## src/rtl/ex_wb_stage_pkg.sv

```systemverilog
// ex_wb_pkg: stage FSM encoding and result-select codes shared by the EX->WB stage files
package ex_wb_pkg;
  typedef enum logic [1:0] {IDLE = 2'd0, MD_WAIT = 2'd1, DRAIN = 2'd2} state_t;
  localparam logic [1:0] RSLT_ADD  = 2'b00;
  localparam logic [1:0] RSLT_SHFT = 2'b01;
  localparam logic [1:0] RSLT_ARLG = 2'b10;
  localparam logic [1:0] RSLT_MD   = 2'b11;
endpackage

```

## src/rtl/ex_wb_stage_if.sv

```systemverilog
// ex_wb_if: writeback bus (master drives wb_valid/wb_rd/wb_we/wb_data, slave drives wb_ready)
interface ex_wb_if #(parameter int W = 32, parameter int RD_W = 5);
  logic wb_valid;
  logic wb_ready;
  logic [RD_W-1:0] wb_rd;
  logic wb_we;
  logic [W-1:0] wb_data;
  modport master(output wb_valid, wb_rd, wb_we, wb_data, input wb_ready);
  modport slave(input wb_valid, wb_rd, wb_we, wb_data, output wb_ready);
endinterface

```

## src/rtl/ex_wb_stage_rslt_mux.sv

```systemverilog
// ex_wb_rslt_mux: picks the stage result (jump link overrides rslt_sel; ports: selects, unit results in, result out)
module ex_wb_rslt_mux import ex_wb_pkg::*; #(parameter int W = 32) (
  input  logic [1:0]   rslt_sel,
  input  logic         is_jump,
  input  logic [W+1:0] adder_result,
  input  logic [W-1:0] shft_result,
  input  logic [W-1:0] arth_log_result,
  input  logic [W-1:0] md_result,
  input  logic [W-1:0] jmp_pc4,
  output logic [W-1:0] result
);
  logic unused_carry;
  assign unused_carry = ^adder_result[W+1:W];
  always_comb begin
    result = md_result;
    case (rslt_sel)
      RSLT_ADD:  result = adder_result[W-1:0];
      RSLT_SHFT: result = shft_result;
      RSLT_ARLG: result = arth_log_result;
      RSLT_MD:   result = md_result;
    endcase
    if (is_jump) result = jmp_pc4;
  end
endmodule

```

## src/rtl/ex_wb_stage.sv

```systemverilog
// ex_wb_stage: EX->WB stage with mul/div hold, watchdog and wb register (ports: ex side in, wb bus master, fwd bus, md status)
module ex_wb_stage import ex_wb_pkg::*; #(
  parameter int W = 32,
  parameter int RD_W = 5,
  parameter int MD_TMO = 64
) (
  input  logic            clk,
  input  logic            a_rst,
  input  logic            ex_valid,
  output logic            ex_ready,
  input  logic [1:0]      rslt_sel,
  input  logic            is_jump,
  input  logic            mul_act,
  input  logic            div_act,
  input  logic [W+1:0]    adder_result,
  input  logic [W-1:0]    shft_result,
  input  logic [W-1:0]    arth_log_result,
  input  logic [W-1:0]    mul_result,
  input  logic [W-1:0]    div_result,
  input  logic            mul_rdy,
  input  logic            div_rdy,
  input  logic [W-1:0]    jmp_pc4,
  input  logic [RD_W-1:0] ex_rd,
  input  logic            ex_useRd,
  input  logic            flush,
  ex_wb_if.master         wb,
  output logic            fwd_valid,
  output logic [RD_W-1:0] fwd_rd,
  output logic [W-1:0]    fwd_data,
  output logic            md_busy,
  output logic            md_timeout
);
  localparam int CW = $clog2(MD_TMO);
  state_t state, state_n;
  logic [CW-1:0] md_cnt;
  logic md_hit, md_div, md_we, md_rdy, md_have, tmo, slot_free, accept, ld_ex, ld_md;
  logic [RD_W-1:0] md_rd, wb_rd_q;
  logic [W-1:0] md_buf, md_live, ex_rslt, wb_data_q;
  logic wb_valid_q, wb_we_q;
  ex_wb_rslt_mux #(.W(W)) u_mux (
    .rslt_sel(rslt_sel),
    .is_jump(is_jump),
    .adder_result(adder_result),
    .shft_result(shft_result),
    .arth_log_result(arth_log_result),
    .md_result(div_act ? div_result : mul_result),
    .jmp_pc4(jmp_pc4),
    .result(ex_rslt)
  );
  assign slot_free = !wb_valid_q || wb.wb_ready;
  assign ex_ready = state == IDLE && slot_free && !flush;
  assign accept = ex_valid && ex_ready;
  assign md_busy = state == MD_WAIT || state == DRAIN;
  assign md_rdy = md_div ? div_rdy : mul_rdy;
  assign md_live = md_div ? div_result : mul_result;
  assign md_have = md_hit || md_rdy;
  assign tmo = md_busy && md_cnt == CW'(MD_TMO - 1);
  assign ld_ex = accept && !mul_act && !div_act;
  assign ld_md = state == MD_WAIT && md_have && slot_free && !flush && !tmo;
  always_comb begin
    state_n = IDLE;
    case (state)
      IDLE:    state_n = accept && (mul_act || div_act) ? MD_WAIT : IDLE;
      MD_WAIT: state_n = tmo || ld_md || (flush && md_have) ? IDLE : flush ? DRAIN : MD_WAIT;
      DRAIN:   state_n = tmo || md_rdy ? IDLE : DRAIN;
      default: state_n = IDLE;
    endcase
  end
  always_ff @(posedge clk) begin
    if (a_rst) begin
      state <= IDLE;
      md_cnt <= '0;
      md_hit <= 1'b0;
      md_buf <= '0;
      md_div <= 1'b0;
      md_rd <= '0;
      md_we <= 1'b0;
      md_timeout <= 1'b0;
      wb_valid_q <= 1'b0;
      wb_rd_q <= '0;
      wb_we_q <= 1'b0;
      wb_data_q <= '0;
    end else begin
      state <= state_n;
      md_cnt <= md_busy && state_n != IDLE ? md_cnt + 1'b1 : '0;
      md_hit <= state == MD_WAIT && state_n == MD_WAIT && md_have;
      if (state == MD_WAIT && !md_hit && md_rdy) md_buf <= md_live;
      if (tmo) md_timeout <= 1'b1;
      if (accept) begin
        md_div <= div_act;
        md_rd <= ex_rd;
        md_we <= ex_useRd && ex_rd != '0;
      end
      if (flush) wb_valid_q <= 1'b0;
      else if (ld_ex || ld_md) begin
        wb_valid_q <= 1'b1;
        wb_rd_q <= ld_md ? md_rd : ex_rd;
        wb_we_q <= ld_md ? md_we : ex_useRd && ex_rd != '0;
        wb_data_q <= ld_md ? (md_hit ? md_buf : md_live) : ex_rslt;
      end else if (wb.wb_ready) wb_valid_q <= 1'b0;
    end
  end
  assign wb.wb_valid = wb_valid_q;
  assign wb.wb_rd = wb_rd_q;
  assign wb.wb_we = wb_we_q;
  assign wb.wb_data = wb_data_q;
  assign fwd_valid = wb_valid_q && wb_we_q;
  assign fwd_rd = wb_rd_q;
  assign fwd_data = wb_data_q;
endmodule

```

## src/flat_wrapper.sv

```systemverilog
// flat-port wrapper written by rule: the top's interface ports become plain ports
module ex_wb_stage_flat import ex_wb_pkg::*;
#(
  parameter int W = 32,
  parameter int RD_W = 5,
  parameter int MD_TMO = 64
)
  (clk, a_rst, ex_valid, ex_ready, rslt_sel, is_jump, mul_act, div_act, adder_result, shft_result, arth_log_result, mul_result, div_result, mul_rdy, div_rdy, jmp_pc4, ex_rd, ex_useRd, flush, fwd_valid, fwd_rd, fwd_data, md_busy, md_timeout, wb_wb_valid, wb_wb_rd, wb_wb_we, wb_wb_data, wb_wb_ready);
  ex_wb_if #(.W(W), .RD_W(RD_W)) wb_i ();
  input  logic clk;
  input  logic a_rst;
  input  logic ex_valid;
  output logic ex_ready;
  input  logic [1:0] rslt_sel;
  input  logic is_jump;
  input  logic mul_act;
  input  logic div_act;
  input  logic [W+1:0] adder_result;
  input  logic [W-1:0] shft_result;
  input  logic [W-1:0] arth_log_result;
  input  logic [W-1:0] mul_result;
  input  logic [W-1:0] div_result;
  input  logic mul_rdy;
  input  logic div_rdy;
  input  logic [W-1:0] jmp_pc4;
  input  logic [RD_W-1:0] ex_rd;
  input  logic ex_useRd;
  input  logic flush;
  output logic fwd_valid;
  output logic [RD_W-1:0] fwd_rd;
  output logic [W-1:0] fwd_data;
  output logic md_busy;
  output logic md_timeout;
  output wire logic [$bits(wb_i.wb_valid)-1:0] wb_wb_valid;
  output wire logic [$bits(wb_i.wb_rd)-1:0] wb_wb_rd;
  output wire logic [$bits(wb_i.wb_we)-1:0] wb_wb_we;
  output wire logic [$bits(wb_i.wb_data)-1:0] wb_wb_data;
  input wire logic [$bits(wb_i.wb_ready)-1:0] wb_wb_ready;
  assign wb_wb_valid = wb_i.wb_valid;
  assign wb_wb_rd = wb_i.wb_rd;
  assign wb_wb_we = wb_i.wb_we;
  assign wb_wb_data = wb_i.wb_data;
  assign wb_i.wb_ready = wb_wb_ready;
  ex_wb_stage #(.W(W), .RD_W(RD_W), .MD_TMO(MD_TMO)) u_core (.clk(clk), .a_rst(a_rst), .ex_valid(ex_valid), .ex_ready(ex_ready), .rslt_sel(rslt_sel), .is_jump(is_jump), .mul_act(mul_act), .div_act(div_act), .adder_result(adder_result), .shft_result(shft_result), .arth_log_result(arth_log_result), .mul_result(mul_result), .div_result(div_result), .mul_rdy(mul_rdy), .div_rdy(div_rdy), .jmp_pc4(jmp_pc4), .ex_rd(ex_rd), .ex_useRd(ex_useRd), .flush(flush), .wb(wb_i), .fwd_valid(fwd_valid), .fwd_rd(fwd_rd), .fwd_data(fwd_data), .md_busy(md_busy), .md_timeout(md_timeout));
endmodule
```

## config.mk

```make
export PLATFORM = sky130hd
export DESIGN_NAME = ex_wb_stage_flat
export DESIGN_NICKNAME = d
export VERILOG_FILES = /design/src/rtl/ex_wb_stage_pkg.sv /design/src/rtl/ex_wb_stage_if.sv /design/src/rtl/ex_wb_stage_rslt_mux.sv /design/src/rtl/ex_wb_stage.sv /design/src/flat_wrapper.sv
export SDC_FILE = /design/constraint.sdc
export NUM_CORES = 1
export LEC_CHECK = 0
export CAP_MARGIN = 20
export CORE_ASPECT_RATIO = 0.8
export CORE_UTILIZATION = 42
export CTS_BUF_LIST = sky130_fd_sc_hd__clkbuf_8 sky130_fd_sc_hd__clkbuf_16
export DETAILED_ROUTE_END_ITERATION = 16
export PLACE_DENSITY = 0.83
export SLEW_MARGIN = 25
export SYNTH_ARGS = -nofsm -noshare
export SYNTH_HDL_FRONTEND = slang
export SYNTH_SLANG_ARGS = --single-unit
```

## constraint.sdc

```tcl
create_clock -name clk -period 5.8 [get_ports clk]
set_input_delay 1.16 -clock clk [delete_from_list [all_inputs] [get_ports clk]]
set_output_delay 1.16 -clock clk [all_outputs]
set_load 0.02 [all_outputs]
```

After elaboration in Yosys (flattened, before gate mapping)

Cells that the tools add are included.

Bitwise operators: 2
Equal/unequal tests: 7
Add/subtract/negate cells: 1
Reductions and logical operators: 41
Muxes and demuxes: 16

Operator list:

| cell                                                                   | count |
|---|---|
| 32-bit 2-to-1 mux                                                      | 5 |
| 32-bit case mux with 4 select lines                                    | 1 |
| 1-bit logical AND                                                      | 19 |
| 1-bit logical OR                                                       | 8 |
| 6-bit by 1-bit adder with 6-bit output (second input constant)         | 1 |
| 2-bit by 1-bit equality test with 1-bit output (second input constant) | 3 |
| 2-bit equality test (second input constant)                            | 3 |
| 6-bit equality test (second input constant)                            | 1 |
| 1-bit zero test                                                        | 6 |
| 2-bit 2-to-1 mux                                                       | 3 |
| 2-bit case mux with 3 select lines                                     | 1 |
| 1-bit 2-to-1 mux                                                       | 5 |
| 5-bit 2-to-1 mux                                                       | 1 |
| 5-bit nonzero test                                                     | 1 |
| 2-bit zero test                                                        | 2 |
| 2-bit nonzero test                                                     | 2 |
| 2-bit OR reduction                                                     | 2 |
| 1-bit NOT                                                              | 2 |
| 2-bit AND reduction                                                    | 1 |

Word-level logic and storage cells: 79
Flip-flop bits (word level): 88

Longest topological paths before layout

Gate-level depths: netlist (run 1).

Word-level depth: 14
Mapped depth: 9
Depth with buffers taken out: 7

By module

Synthesis (run 1) repeated with hierarchy kept, for this count alone.

Cell total of the unflattened synthesis: 702
Area total of the unflattened synthesis: 6387.4 um^2

By module, submodules not included:

| module         | cells an instance | area an instance (um^2) | sequential area each (um^2) | instances |
|---|---|---|---|---|
| ex_wb_stage    | 517               | 4877.2                  | 1761.7                      | 1 |
| ex_wb_rslt_mux | 185               | 1510.2                  | 0.0                         | 1 |

Least setup slack after synthesis (run 1)

Ideal clock, no wire load.

Path kind: input port to output port
Start point: input port wb_wb_ready
End point: output port ex_ready
Buffers on the path: 0
Stages on the path: 2
Path slack: 3071 ps
Data arrival time: 1569 ps
Path through: nand2b_1 -> and2_1

Word-level cells in the longest chain between the ends: 3

Ends and longest elaborated chain:

| what                            | RTL line           | source |
|---|---|---|
| start: declaration              | flat_wrapper.sv:38 | `input wire logic [$bits(wb_i.wb_ready)-1:0] wb_wb_ready;` |
| 1-bit logical OR                | ex_wb_stage.sv:50  | `assign slot_free = !wb_valid_q \|\| wb.wb_ready;` |
| 1-bit logical AND (2 in series) | ex_wb_stage.sv:51  | `assign ex_ready = state == IDLE && slot_free && !flush;` |
| end: declaration                | flat_wrapper.sv:13 | `output logic ex_ready;` |

No other way between the ends.

Worst setup path in the final report (run 1)

Start point: input port flush
End point: output port ex_ready

Word-level cells in the longest chain between the ends: 2

Ends and longest elaborated chain:

| what               | RTL line           | source |
|---|---|---|
| start: declaration | flat_wrapper.sv:28 | `input logic flush;` |
| 1-bit zero test    | ex_wb_stage.sv:51  |  |
| 1-bit logical AND  | ex_wb_stage.sv:51  |  |

No other way between the ends.

==> run metrics, run 1 <==
initial antenna violation count=0; worst slew pin tran=851 ps; number of diodes=0; CP cell instances=clkdlybuf4s50_1 > nor2b_1 > and2_1 > clkdlybuf4s50_1; via count=6512; Multi-input gate area=3540 um2; global-route wire length before repair=31700 um; fin. max-slew vios=0; Fill cells=1163; post-synthesis sequential area ratio=0.296; die height=108 um; synth cell count leaders=nor2_1 (139), dfxtp_1 (88), a21oi_1 (84); largest net degree at the start of global routing=69; Sequential Area=1760 um2; relative slew slack=0.432; num rows=38; GRT met3 Usage=0.0520; Worst path slowest cell=clkdlybuf4s50_1; Syn Nets=976; area delta synth->final=50.1%; setup tns final=0 ps; root buf cell=clkbuf_16; Max Clock Freq=0.257 GHz; PwrDens=192 nW/um2; Syn Std Cell Area=5950 um2; first-pass detailed-route iteration total=5; predominant post-synthesis flop cell=dfxtp_1; CP Data Required Time=4640 ps; postcts setup bufs=0; I/O Buffers=289; share of cells above drive strength 1=0.0782; Final setup violation count=0; hold bufs inserted after CTS=0; most frequent cell after synthesis=nor2_1; number of warnings issued by yosys=0; number of synthesized flops with an enable pin=0; Critical Path AT=2730 ps; Max Cap Viol=0; Longest Clk Path Bufs=2; peak supply drop=0.000186 V; CTS buffer count=9; grt total ovfl=0; period utilisation layout=0.670; nets@finish=1184; Placeable Area=13700 um2; vias in the first global route=6126; total die area=14700 um2; final core occ=0.652; post_cts resized=0; setup repair after global routing missed its margin=no; Avg Vias per Cell=5.65; Synth Register Bits=88; Crit Path Category=in -> out; Initial Util=0.435; H-tree Lvls=3; top cell family by delay on the critical path=buffers and inverters; Async SR Flop Fraction=0; busiest layer in global routing=met2; CP max FO=6; CTS tree=yes; # IOs=292; dpl cells=1135; CP Buf/Inv Count=2; worst clock skew=7.78 ps; Clock transition at path regs=60 ps; class of the worst hold path=reg -> reg; met2 GRT Util=0.468; met1 Resource Use GR=0.352; Placer Congestion=0.839; die extent in x=135 um; Wirelength per Cell=18.0 um; Worst setup SP type=input pin; CP peak stage delay=620 ps; syn avg cell area=7.84 um2; DRT Wirelength=20800 um; Gate Count Post-Synth=759; DR DRC count=0; count of cell types in the netlist=44; Layout Cells excl Fill=1152; Most common cell on crit path=clkdlybuf4s50_1; top post-synthesis cells by area=dfxtp_1 (30%), mux2i_1 (11%), nor2_1 (8.8%); dpl hpwl=14800 um; Static Leak=3.37 nW; global-route usage over all layers=0.277; minimum clock period=3890 ps; Final Hold Fails=0; CTS Sinks=88; status=completed; critical path endpoint category=primary output; worst skew pair latency=340 ps; Synth area leader=dfxtp_1; DR iter-0 viols=446; Post-DRT Antenna Nets=0; Yosys top cell area share=0.296
==> where the power goes <==
part           total (mW)  leakage [nW]  internal [mW]  switching, mW
logic               0.434          2.49          0.241          0.193
registers           0.641         0.714          0.625         0.0157
clock network       0.638         0.158          0.383          0.255
total                1.71          3.37           1.25          0.464
==> through the flow <==
stage | power (mW) | area, um2 | hold WS, ps | setup WS [ps]
4_1_cts | 1.72 | 8920 | 450 | 1930
3_3_place_gp | 1.08 | 8590 | 436 | 1900
3_5_place_dp | 1.08 | 8590 | 441 | 1890
5_1_grt | 1.78 | 8930 | 480 | 1860
6_report | 1.71 | 8930 | 450 | 1910
2_1_floorplan | 0.862 | 5950 | 418 | 3070
==> logic make-up (layout without fill, tap and decap cells) <==
kind of cell	after synthesis	count (layout)	share of synthesized area
AND/OR/NAND/NOR	223	223	0.165
AO/OA/AOI/OAI	211	211	0.238
flip-flops	88	88	0.296
buffers and inverters	129	342	0.111
adder cells (fa/ha/maj)	5	5	0.0105
multiplexers	99	99	0.174
XOR/XNOR	4	4	0.00589
==> registers in the layout (all words and copies together) (netlist names) <==
name	flops
u_core.fwd_data	32
u_core.md_buf	32
u_core.md_cnt	6
u_core.fwd_rd	5
u_core.md_rd	5
u_core.state	2
u_core.md_div	1
u_core.md_hit	1
u_core.md_timeout	1
u_core.md_we	1
u_core.wb.wb_valid	1
u_core.wb.wb_we	1
==> layout make-up <==
cell class | instances | area share
timing repair buffer | 303 | 0.335
sequential | 88 | 0.197
clock inverter | 7 | 0.0113
tap | 180 | 0.0252
multi-input combinational | 542 | 0.397
clock buffer | 9 | 0.0252
inverter | 23 | 0.00967
==> placed cells by master, fill, tap and decap left out, drive strengths merged, types with 2 or more instances in the layout <==
master           n
or3             19
o22ai           14
clkdlybuf4s50  286
ha               5
o21ai           16
clkbuf           9
buf             17
a311oi           6
or2              2
a221oi          32
o31a            18
nand4            2
bufinv           2
nor3             4
xnor2            3
and2             3
nand2b           3
and3             2
nand3           16
dfxtp           88
a211oi          19
o41ai           18
a21oi           84
inv             26
mux2            33
nand2           27
nor2           139
mux2i           66
==> worst paths after layout <==
kind / startpoint / to / slack (ps) / cells past startpoint
worst max-delay path: flush / ex_ready / 1910 / 4
worst min-delay path: u_core.md_cnt[0]$_SDFF_PP0_ / u_core.md_cnt[0]$_SDFF_PP0_ / 450 / 1
worst max register to register: u_core.state[0]$_SDFF_PP0_ / u_core.fwd_data[23]$_SDFFE_PP0P_ / 3380 / 8
worst min register to register: u_core.md_cnt[0]$_SDFF_PP0_ / u_core.md_cnt[0]$_SDFF_PP0_ / 450 / 1
==> routing by layer <==
metal	part of all wire	vias up
li1	-	3121
met1	0.43	3013
met2	0.47	337
met3	0.074	41
met4	0.023	0
met5	0	-
(Power assumes the default switching activity.)
==> inputs of run 2 (changes only) <==
- CORE_UTILIZATION: 42 -> 41
- PLACE_DENSITY: 0.83 -> 0.81
- clock period: 5.8 -> 3.6 ns (I/O delays scaled with it)
==> run metrics, run 2 (synthesized netlist as in run 1, its figures left out) <==
setup repair after global routing missed its margin=no (unchanged); largest net degree at the start of global routing=45 (was 69); Net Sw Power=0.719 mW (was 0.464 mW); num rows=38 (unchanged); commonest non-fill, non-tap cell in the layout=clkdlybuf4s50_1 (unchanged); nets@finish=1191 (was 1184); post_cts resized=0 (unchanged); Layout Cells excl Fill=1159 (was 1152); hold bufs inserted after CTS=0 (unchanged); via count=6553 (was 6512); commonest non-fill, non-tap cells in the layout=clkdlybuf4s50_1 (286), nor2_1 (139), dfxtp_1 (87) (unchanged); global-route usage over all layers=0.274 (was 0.277); worst skew pair latency=340 ps (about the same); status=completed (unchanged); postcts setup bufs=0 (unchanged); area delta synth->final=51.0% (was 50.1%); Most common cell on crit path=clkdlybuf4s50_1 (unchanged); Post-DRT Antenna Nets=0 (unchanged); share of cells above drive strength 1=0.0827 (was 0.0782); DRT Wirelength=20900 um (was 20800 um); root buf cell=clkbuf_16 (unchanged); PwrDens=305 nW/um2 (was 192 nW/um2); setup tns final=0 ps (unchanged); Pwr Total=2.74 mW (was 1.71 mW); worst slew pin tran=694 ps (was 851 ps); I/O Buffers=289 (unchanged); DR DRC count=0 (unchanged); CP peak stage delay=600 ps (was 620 ps); Critical Path Start=flush (unchanged); worst clock skew=10.4 ps (was 7.78 ps); Placer Congestion=0.852 (was 0.839); min-delay src=u_core.md_cnt[0]$_SDFF_PP0_ (unchanged); die extent in x=137 um (was 135 um); Gate power share=0.256 (was 0.253); CP cell instances=clkdlybuf4s50_1 > nor2b_1 > and2_1 > clkdlybuf4s50_1 (unchanged); Static Leak=3.41 nW (was 3.37 nW); Switching Share=0.262 (was 0.271); Critical Path AT=2260 ps (was 2730 ps); peak supply drop=0.000270 V (was 0.000186 V); Crit Path Category=in -> out (unchanged); die height=110 um (was 108 um); total die area=15000 um2 (was 14700 um2); worst r2r src=u_core.state[0]$_SDFF_PP0_ (unchanged); # IOs=292 (unchanged); CTS Sinks=88 (unchanged); Worst setup SP type=input pin (unchanged); minimum clock period=2980 ps; initial antenna violation count=0 (unchanged); Avg Vias per Cell=5.65 (about the same); Fill cells=1186 (was 1163); DR iter-0 viols=492 (was 446); Max Clock Freq=0.336 GHz; dpl cells=1143 (was 1135); class of the worst hold path=reg -> reg (unchanged); clock group share of total power=0.368 (was 0.372); number of diodes=0 (unchanged); Int Pwr=2.03 mW (was 1.25 mW); CTS buffer count=9 (unchanged); global-route wire length before repair=31600 um (was 31700 um); H-tree Lvls=3 (unchanged); dpl hpwl=15400 um (was 14800 um); Placeable Area=13900 um2 (was 13700 um2); CP Data Required Time=2880 ps (was 4640 ps); CP max FO=6 (unchanged); Max Cap Viol=0 (unchanged); Design Area, Final=8990 um2 (was 8930 um2); vias in the first global route=6173 (was 6126); grt total ovfl=0 (unchanged); relative slew slack=0.537 (was 0.432); first-pass detailed-route iteration total=5 (unchanged); period utilisation layout=0.827; Final Hold Fails=0 (unchanged); sequential share of power=0.376 (was 0.374); Initial Util=0.429 (was 0.435); hold_ws=448 ps (was 450 ps); fin. max-slew vios=0 (unchanged); Post-DP Area=8660 um2 (was 8590 um2); Final setup violation count=0 (unchanged); CTS tree=yes (unchanged); critical path endpoint category=primary output (unchanged); Wirelength per Cell=18.0 um (about the same); Worst path slowest cell=clkdlybuf4s50_1 (unchanged); Longest Clk Path Bufs=2 (unchanged); Clock transition at path regs=60 ps (about the same)
==> run 2: metrics by stage <==
step	util	setup slack, ps
after detailed placement	0.624	647
after floorplan	-	1430
after CTS	0.647	634
after global routing	0.647	509
final	0.647	622
after global placement	0.624	673
==> run 2: area by class of cell <==
cell class,count,area [um2],area share
flip-flops and latches,88,1760,0.196
well taps,180,225,0.0251
multi-input cells,542,3540,0.394
inverters,23,86.3,0.00961
clock buffers,10,239,0.0266
repair buffers,310,3050,0.339
clock inverters,6,85.1,0.00947
==> run 2: worst max-delay path: cells and delay by family <==
kind / cells / cell delay [ps]
buffers and inverters: 2 / 1110
AND/OR/NAND/NOR: 2 / 420
==> run 2: final timing paths <==
kind	to	cells after the start	slack, ps
max reg2reg	u_core.fwd_data[12]$_SDFFE_PP0P_	6	1260
min reg2reg	u_core.md_cnt[0]$_SDFF_PP0_	1	450
min	u_core.md_cnt[0]$_SDFF_PP0_	1	450
max	ex_ready	4	620
==> run 2: power by group through the flow <==
stage               clock [mW]  combinational (mW)  sequential (mW)
finish                    1.01               0.702             1.03
global route              1.07               0.756             1.04
CTS                       1.03               0.700             1.03
detailed placement           0               0.696             1.05
global placement             0               0.687             1.05
floorplan                    0               0.319             1.07
==> run 2: routing by layer <==
layer / GRT usage / vias to the layer above / share of wire
met5: 0 / - / 0
met1: 0.358 / 3075 / 0.45
met4: 0.0889 / 0 / 0.024
li1: - / 3145 / -
met3: 0.0443 / 37 / 0.071
met2: 0.458 / 296 / 0.46
==> inputs of run 3 (changes only) <==
- clock period: 3.6 -> 3.1 ns (I/O delays scaled with it)
==> run metrics, run 3 (synthesized netlist as in run 1, its figures left out) <==
Critical Path Start=flush (unchanged); Static Leak=3.39 nW (was 3.41 nW); num rows=38 (unchanged); Net Sw Power=0.850 mW (was 0.719 mW); Placeable Area=13900 um2 (unchanged); CP max FO=6 (unchanged); Initial Util=0.429 (unchanged); grt total ovfl=0 (unchanged); Final WS setup=329 ps (was 622 ps); die height=110 um (unchanged); clock group share of total power=0.355 (was 0.368); sequential share of power=0.383 (was 0.376); relative slew slack=0.536 (was 0.537); worst skew pair latency=330 ps (was 340 ps); Final setup violation count=0 (unchanged); global-route usage over all layers=0.269 (was 0.274); Avg Vias per Cell=5.59 (was 5.65); # IOs=292 (unchanged); Sequential Area=1760 um2 (unchanged); hold depth=1 (unchanged); Final Hold Fails=0 (unchanged); dpl hpwl=15000 um (was 15400 um); Longest Clk Path Bufs=2 (unchanged); Max Clock Freq=0.361 GHz; critical path endpoint category=primary output (unchanged); postcts setup bufs=0 (unchanged); min-delay src=u_core.md_cnt[0]$_SDFF_PP0_ (unchanged); commonest non-fill, non-tap cells in the layout=clkdlybuf4s50_1 (286), nor2_1 (139), dfxtp_1 (87) (unchanged); worst slew pin tran=695 ps (was 694 ps); post_cts resized=0 (unchanged); peak supply drop=0.000334 V (was 0.000270 V); hold bufs inserted after CTS=0 (unchanged); R2R Path End=u_core.fwd_data[7]$_SDFFE_PP0P_ (was u_core.fwd_data[12]$_SDFFE_PP0P_); Critical Path Sink=ex_ready (unchanged); Int Pwr=2.28 mW (was 2.03 mW); Place WS=335 ps (was 647 ps); Pwr Total=3.13 mW (was 2.74 mW); share of cells above drive strength 1=0.0838 (was 0.0827); global-route wire length before repair=31000 um (was 31600 um); H-tree Lvls=3 (unchanged); Wirelength per Cell=18.0 um (about the same); Worst setup SP type=input pin (unchanged); Layout Cells excl Fill=1158 (was 1159); CP Data Required Time=2480 ps (was 2880 ps); Clock transition at path regs=60 ps (about the same); setup tns final=0 ps (unchanged); worst reg2reg path depth=6 (unchanged); initial antenna violation count=0 (unchanged); class of the worst hold path=reg -> reg (unchanged); worst r2r src=u_core.state[0]$_SDFF_PP0_ (unchanged); I/O Buffers=289 (unchanged); via count=6471 (was 6553); die extent in x=137 um (unchanged); PwrDens=348 nW/um2 (was 305 nW/um2); dpl cells=1142 (was 1143); DR DRC count=0 (unchanged); Gate power share=0.262 (was 0.256); Reg2Reg Setup Slack=720 ps (was 1260 ps); Crit Path Category=in -> out (unchanged); minimum clock period=2770 ps; worst clock skew=7.96 ps (was 10.4 ps); Fill cells=1224 (was 1186); area delta synth->final=51.0% (about the same); commonest non-fill, non-tap cell in the layout=clkdlybuf4s50_1 (unchanged); Multi-input gate area=3540 um2 (unchanged); DRT Wirelength=20800 um (was 20900 um); fin. max-slew vios=0 (unchanged); root buf cell=clkbuf_16 (unchanged); Critical Path AT=2150 ps (was 2260 ps); CTS tree=yes (unchanged); Placer Congestion=0.829 (was 0.852); nets@finish=1190 (was 1191); vias in the first global route=5896 (was 6173); DR iter-0 viols=506 (was 492); period utilisation layout=0.894; number of diodes=0 (unchanged); CTS Sinks=88 (unchanged); setup repair after global routing missed its margin=no (unchanged); total die area=15000 um2 (unchanged); Max Cap Viol=0 (unchanged); first-pass detailed-route iteration total=5 (unchanged); Switching Share=0.272 (was 0.262); largest net degree at the start of global routing=100 (was 45); status=completed (unchanged); CTS buffer count=9 (unchanged); Post-DRT Antenna Nets=0 (unchanged)
-- run 3: layout make-up --
cell class | count | area share
multi-input cells | 542 | 0.394
well taps | 180 | 0.0251
flip-flops and latches | 88 | 0.196
repair buffers | 309 | 0.341
clock inverters | 6 | 0.00752
clock buffers | 10 | 0.0266
inverters | 23 | 0.00961
-- run 3: power groups by stage --
stage | clock network, mW | logic, mW | registers, mW
finish | 1.11 | 0.820 | 1.20
global route | 1.17 | 0.880 | 1.20
CTS | 1.13 | 0.817 | 1.20
detailed placement | 0 | 0.813 | 1.22
global placement | 0 | 0.803 | 1.22
floorplan | 0 | 0.371 | 1.24
-- run 3: critical path, stage by stage --
cell and delay (ps):
clkdlybuf4s50_1 510, nor2b_1 240, and2_1 180, clkdlybuf4s50_1 600
-- run 3: how the worst min path moves through the flow --
stage | end | slack, ps
detailed placement | u_core.md_cnt[0]$_SDFF_PP0_ | 440
finish | u_core.md_cnt[0]$_SDFF_PP0_ | 450
global placement | u_core.md_cnt[0]$_SDFF_PP0_ | 430
global route | u_core.md_cnt[0]$_SDFF_PP0_ | 480
CTS | u_core.md_cnt[0]$_SDFF_PP0_ | 450
floorplan | u_core.md_cnt[0]$_SDFF_PP0_ | 420
-- run 3: through the flow --
| stage | area [um2] | hold WS [ps] | utilization |
|---|---|---|---|
| finish | 8980 | 449 | 0.647 |
| global route | 8980 | 481 | 0.647 |
| CTS | 8980 | 452 | 0.647 |
| detailed placement | 8680 | 442 | 0.625 |
| global placement | 8680 | 433 | 0.625 |
| floorplan | 5950 | 418 | - |
-- run 3: routing by layer --
| layer | share of wire | track usage | wire length (um) |
|---|---|---|---|
| met3 | 0.075 | 0.0443 | 1550 |
| met1 | 0.45 | 0.365 | 9270 |
| met5 | 0 | 0 | 0 |
| met2 | 0.46 | 0.435 | 9620 |
| met4 | 0.018 | 0.0841 | 378 |
